===== src/rtl/seq_detector_param.sv =====
// Serial bit-pattern detector with a runtime-programmable pattern/length, overlap
// control, build-time Mealy or Moore output timing and a saturating match counter.
module seq_detector_param #(
    parameter int unsigned          MAX_LEN     = 8,
    parameter int unsigned          LEN_W       = 4,
    parameter int unsigned          CNT_W       = 8,
    parameter bit                   MEALY       = 1'b1,
    parameter logic [MAX_LEN-1:0]   DEF_PATTERN = 8'b0000_1010,
    parameter int unsigned          DEF_LEN     = 4,
    parameter bit                   DEF_OVERLAP = 1'b1
) (
    input  logic               clk,
    input  logic               rst,
    input  logic               x,
    input  logic               cfg_load,
    input  logic [MAX_LEN-1:0] cfg_pattern,
    input  logic [LEN_W-1:0]   cfg_len,
    input  logic               cfg_overlap,
    input  logic               cnt_clr,
    output logic               y,
    output logic [CNT_W-1:0]   match_count
);

    localparam int unsigned FW = $clog2(MAX_LEN + 1);
    localparam int unsigned CW = ((FW > LEN_W) ? FW : LEN_W) + 1;

    logic [MAX_LEN-1:0] pattern_q;
    logic [LEN_W-1:0]   len_q;
    logic               overlap_q;
    // The oldest history bit never reaches a compare, so only MAX_LEN-1 bits are kept.
    logic [MAX_LEN-2:0] hist_q;
    logic [FW-1:0]      fill_q;
    logic [CNT_W-1:0]   cnt_q;

    logic [MAX_LEN-1:0] cand;
    logic [MAX_LEN-1:0] mask;
    logic               match_now;

    assign cand = {hist_q, x};

    always_comb begin
        mask = '0;
        for (int i = 0; i < MAX_LEN; i++) begin
            mask[i] = (i < int'(len_q));
        end
    end

    assign match_now = !rst && !cfg_load && (len_q != '0)
                    && ((CW'(fill_q) + CW'(1)) >= CW'(len_q))
                    && (((cand ^ pattern_q) & mask) == '0);

    always_ff @(posedge clk) begin
        if (rst) begin
            pattern_q <= DEF_PATTERN;
            len_q     <= LEN_W'(DEF_LEN);
            overlap_q <= DEF_OVERLAP;
            hist_q    <= '0;
            fill_q    <= '0;
        end else if (cfg_load) begin
            pattern_q <= cfg_pattern;
            len_q     <= (cfg_len > LEN_W'(MAX_LEN)) ? LEN_W'(MAX_LEN) : cfg_len;
            overlap_q <= cfg_overlap;
            hist_q    <= '0;
            fill_q    <= '0;
        end else begin
            hist_q <= cand[MAX_LEN-2:0];
            // Non-overlap mode restarts the fill count so the next match needs fresh bits.
            if (match_now && !overlap_q) begin
                fill_q <= '0;
            end else if (fill_q != FW'(MAX_LEN)) begin
                fill_q <= fill_q + FW'(1);
            end
        end
    end

    always_ff @(posedge clk) begin
        if (rst || cnt_clr) begin
            cnt_q <= '0;
        end else if (match_now && (cnt_q != '1)) begin
            cnt_q <= cnt_q + CNT_W'(1);
        end
    end

    assign match_count = cnt_q;

    generate
        if (MEALY) begin : g_mealy
            assign y = match_now;
        end else begin : g_moore
            logic y_q;
            always_ff @(posedge clk) begin
                if (rst) begin
                    y_q <= 1'b0;
                end else begin
                    y_q <= match_now;
                end
            end
            assign y = y_q;
        end
    endgenerate

endmodule


===== config.mk =====
export PLATFORM = sky130hd
export DESIGN_NAME = seq_detector_param
export DESIGN_NICKNAME = d
export VERILOG_FILES = /design/src/rtl/seq_detector_param.sv
export SDC_FILE = /design/constraint.sdc
export NUM_CORES = 1
export LEC_CHECK = 0
export CAP_MARGIN = 15
export CORE_MARGIN = 2
export CORE_UTILIZATION = 45
export CTS_CLUSTER_SIZE = 16
export DETAILED_ROUTE_END_ITERATION = 12
export PLACE_DENSITY = 0.7
export SLEW_MARGIN = 20
export SYNTH_ARGS = -nofsm -noshare
export SYNTH_HDL_FRONTEND = slang
export SYNTH_SLANG_ARGS = --single-unit

===== constraint.sdc =====
create_clock -name clk -period 6.08 [get_ports clk]
set_input_delay 1.216 -clock clk [delete_from_list [all_inputs] [get_ports clk]]
set_output_delay 1.216 -clock clk [all_outputs]
set_load 0.005 [all_outputs]

### Word level (Yosys, flattened, before mapping)

Cells that the tools add are included.
Widths: inputs -> output; s select.

| word-level totals | value |
|---|---|
| memory bits (writable) | 0 |
| bits in latches | 0 |
| bits in read-only memories | 0 |
| memories kept | 0 |
| flip-flop bits (word level) | 32 |

| operators by class | value |
|---|---|
| bitwise operators | 2 |
| shift operators | 0 |
| order comparisons | 10 |
| reduce and logical (&&, ||, !) cells | 14 |
| add/sub/neg operators | 3 |
| multipliers | 0 |
| equal/unequal tests | 2 |
| div/mod/pow operators | 0 |
| mux-type cells | 1 |

Operators with widths:

| cell | count |
|---|---|
| $lt 3x4->1 const A | 4 |
| $add 8x1->8 const B | 1 |
| $and 8x8->8 | 1 |
| $logic_not 8->1 | 1 |
| $lt 1x4->1 const A | 2 |
| $lt 2x4->1 const A | 2 |
| $ne 8x8->1 const B | 1 |
| $xor 8x8->8 | 1 |
| $logic_and 1x1->1 | 6 |
| $add 4x1->5 const B | 1 |
| $ge 5x4->1 | 1 |
| $add 4x1->4 const B | 1 |
| $gt 4x4->1 const B | 1 |
| $mux 4 | 1 |
| $ne 4x4->1 const B | 1 |
| $reduce_bool 4->1 | 1 |
| $logic_not 1->1 | 3 |
| $reduce_or 3->1 | 1 |
| $reduce_or 2->1 | 1 |
| $logic_or 1x1->1 | 1 |

### Longest topological paths before layout

| logic depth | value |
|---|---|
| depth after elaboration | 7 |
| gate-level depth with buffers | 10 |
| mapped depth without buffers | 9 |

### Worst setup path before layout

OpenSTA, ideal clock, no wires.

| timing | value |
|---|---|
| kind | in2out |
| from | in cfg_load |
| to | out y |
| stages | 7 |
| data arrival time | 2.160 ns |
| path slack | 2.704 ns |
| cell sequence | buf_4 -> nor2_8 -> o211ai_1 -> nor3b_2 -> nand3_2 -> buf_2 -> inv_2 |

| on the way | value |
|---|---|
| word-level cells in the longest chain between the ends | 5 |

Ends and longest elaborated chain:

| element | line | RTL |
|---|---|---|
| from (decl) | 15 | `input logic cfg_load,` |
| $logic_not 1->1 | 48 | `assign match_now = !rst && !cfg_load && (len_q != '0)` |
| $logic_and 1x1->1 (2 in series) | 48 |  |
| $logic_and 1x1->1 | 49 | `&& ((CW'(fill_q) + CW'(1)) >= CW'(len_q))` |
| $logic_and 1x1->1 | 50 | `&& (((cand ^ pattern_q) & mask) == '0);` |
| to (decl) | 20 | `output logic y,` |

Every way passes these cells.

### Worst setup path in the final report

| timing | value |
|---|---|
| from | in rst |
| to | out y |

| on the way | value |
|---|---|
| word-level cells in the longest chain between the ends | 5 |

Ends and longest elaborated chain:

| element | line | RTL |
|---|---|---|
| from (decl) | 13 | `input logic rst,` |
| $logic_not 1->1 | 48 |  |
| $logic_and 1x1->1 (2 in series) | 48 |  |
| $logic_and 1x1->1 | 49 |  |
| $logic_and 1x1->1 | 50 |  |

Every way passes these cells.

==> flow_metrics.env <==
export IMPL_yosysTopAreaCell="dfxtp_1"
export IMPL_drive_above_1_share_pct=7.000
export IMPL_hold_class="register to register"
export IMPL_viasPerCell=5.350
export IMPL_io_pins=27
export IMPL_dp_hpwl_mm=2.461
export IMPL_fp_dieW_um=62.51
export IMPL_synthTopCellsByArea="dfxtp_1 (42%), ha_1 (5.7%), nor2_1 (4.9%)"
export IMPL_drt_iter0_drc=99
export IMPL_power_density_nw_per_um2=210.4
export IMPL_setup_violations_final=0
export IMPL_reg2reg_to="match_count[4]$_SDFFE_PP0P_"
export IMPL_worst_clock_skew_ps=13.54
export IMPL_setup_tns_ps=0
export IMPL_ctsResizeCount=0
export IMPL_routedWlPerCell_um=13.38
export IMPL_end_kind="output pin"
export IMPL_worstPathArrival_ps=3630
export IMPL_synth_async_sr_flop_share_pct=0
export IMPL_crit_path_top_delay_cell="clkdlybuf4s50_1"
export IMPL_finalNetCount=225
export IMPL_ys_ff_latch=32
export IMPL_reg2reg_slack_ps=3680
export IMPL_total_leakage_power_uw=0.0007457
export IMPL_initial_core_util_pct=46.52
export IMPL_fmax_ghz=0.2064
export IMPL_cp_cell_sequence="clkdlybuf4s50_1, nor2_8, o211ai_1, nor3b_2, nand3_2, inv_2, clkdlybuf4s50_1"
export IMPL_power_frac_seq_pct=55.5
export IMPL_r2r_cells=8
export IMPL_max_slew_margin_pct=46.71
export IMPL_diodes=0
export IMPL_area_growth_pct=23.23
export IMPL_num_vias=1316
export IMPL_cp_start_kind="input pin"
export IMPL_setup_slack_ps=1235
export IMPL_finalPower_uw=399.4
export IMPL_clockPowerShare_pct=33.4
export IMPL_p_switching_uw=93.49
export IMPL_clk_pin_slew_worst_paths_ps=100
export IMPL_syn_mean_instance_area_um2=8.903
export IMPL_ir_drop_uv=117.9
export IMPL_root_buffer="clkbuf_4"
export IMPL_postRouteAntennaNets=0
export IMPL_gp_congestion=0.8470
export IMPL_overflow=0
export IMPL_tightest_slew_ps=796.9
export IMPL_cts_tree="built"
export IMPL_critical_path_max_stage_delay_ps=820
export IMPL_place_inst=239
export IMPL_critPathTopFamily="buffers and inverters"
export IMPL_die_area_um2=3907
export IMPL_synthTopCellsByCount="dfxtp_1 (32), nor2_1 (20), a21oi_1 (11)"
export IMPL_crit_type="input pin to output pin"
export IMPL_fin_crit_sh_pct=79.69
export IMPL_grt_pass1_vias=1296
export IMPL_cts_setup_buffers=0
export IMPL_hold_end="hist_q[2]$_SDFF_PP0_"
export IMPL_preCtsSetupSlack_ps=1231
export IMPL_firstDrtPassIters=4
export IMPL_required_ps=4860
export IMPL_ys_seq_area_share_pct=41.59
export IMPL_synth_most_common_cell="dfxtp_1"
export IMPL_drv_slew=0
export IMPL_critPathMaxFanout=17
export IMPL_htreeDepth=2
export IMPL_hold_slack_ps=472.7
export IMPL_maxCapViolCount=0
export IMPL_grt_max_degree=20
export IMPL_finalNonFillerCells=246
export IMPL_status="finished, final reports clean"
export IMPL_rows=21
export IMPL_grt_pass1_wl_mm=5.720
export IMPL_holdPathStages=1
export IMPL_clk_path_buf_depth=2
export IMPL_internal_power_uw=305.9
export IMPL_path_common_cell="clkdlybuf4s50_1"
export IMPL_pwr_share_comb_pct=11.1
export IMPL_worst_path_buf_inv=3
export IMPL_cts_buffers=5
export IMPL_netlist_instances=173
export IMPL_min_period_ps=4845
export IMPL_synth_edf_count=0
export IMPL_gr_usage_all_layers_pct=18.37
export IMPL_syn_area_um2=1540
export IMPL_min_from="hist_q[1]$_SDFF_PP0_"
export IMPL_rr_startpoint="fill_q[0]$_SDFFE_PP0P_"
export IMPL_wirelength_mm=3.291
export IMPL_ys_types=41
export IMPL_core_area_um2=3311
export IMPL_cts_sinks=32
export IMPL_cts_hold_buf=0
export IMPL_hold_violations=0
export IMPL_p_sw_share_pct=23.41
export IMPL_grt_antenna_before_repair=0
export IMPL_drc=0
export IMPL_clk_insertion_delay_late_ps=330
export IMPL_netlist_area_leader_share_pct=41.59
export IMPL_yosysWarningCount=0
export IMPL_syn_nets=198
export IMPL_synth_top_flop_cell="dfxtp_1"
export IMPL_die_y_um=62.51
export IMPL_rsz0062_at_grt="false"
export IMPL_portBuffers=26
placed cells by master (no fill, tap or decap), drive strengths merged, types with 2 or more instances in the layout:
cell type	netlist	routed
nor2	21	21
or2	2	2
xor2	3	3
o21ai	10	10
a31oi	2	2
nand4	3	3
dfxtp	32	32
a21oi	11	11
or3	3	3
and2	7	7
nand2	7	7
and3	3	3
xnor2	8	8
clkbuf	2	7
clkdlybuf4s50	0	26
nand3	8	8
or4	3	3
nor2b	3	3
ha	7	7
nor3	3	3
mux2i	7	7
inv	8	8
a211o	3	3
worst register-to-register path, cell delays in order (launching register included):
cell and delay (ps):
dfxtp_1 440, inv_1 80, ha_1 330, ha_1 290, a211oi_1 60, o21ai_1 170, nand3_2 250, or4_1 580
a21oi_1 150
power by group through the flow:
stage	clock [uW]	sequential (uW)	combinational, uW
floorplan	0	225	27.9
global placement	0	226	42.6
detailed placement	0	226	44.4
CTS	138	222	44.7
global route	152	223	49.0
finish	133	222	44.4
cells by family after synthesis:
group | Yosys count | share of synthesized area [%]
mux | 7 | 4.549
flops | 32 | 41.59
buf+inv | 15 | 4.062
fa+ha+maj | 7 | 5.686
simple gates | 67 | 24.05
compound gates | 34 | 13.81
xor+xnor | 11 | 6.256
how the worst max path moves through the flow:
stage | from | endpoint | slack (ps) | cells past startpoint
after detailed placement | rst | y | 1230 | 7
after global routing | rst | y | 1070 | 7
final | rst | y | 1230 | 7
after global placement | rst | y | 1320 | 7
after CTS | rst | y | 1220 | 7
after floorplan | cfg_load | y | 2700 | 7
per-stage QoR:
stage / cell area [um2] / utilization, %
2_1_floorplan: 1540 / -
3_3_place_gp: 1833 / 55.37
3_5_place_dp: 1833 / 55.37
4_1_cts: 1898 / 57.33
5_1_grt: 1898 / 57.33
6_report: 1898 / 57.33
registers in the layout (all words and copies together), names as in the netlist:
signal,flops
fill_q,4
hist_q,7
len_q,4
match_count,8
overlap_q,1
pattern_q,8
routing by layer:
layer | vias to the layer above | global-route usage, % | share of wire [%] | routed length [um]
met1 | 617 | 21.65 | 44 | 1434
met2 | 33 | 31.32 | 50 | 1656
met3 | 5 | 5.045 | 4.1 | 136
met4 | 0 | 7.778 | 1.9 | 63
met5 | - | 0 | 0 | 0
li1 | 661 | - | - | -
layout make-up:
cell class / count / area, um2
Tap cell: 46 / 57.56
Inverter: 8 / 30.03
Fill cell: 324 / 1413
Timing Repair Buffer: 27 / 267.8
Multi-Input combinational cell: 126 / 837.1
Sequential cell: 32 / 640.6
Clock buffer: 7 / 65.06
Note: power is estimated with default switching activity, not from simulation.
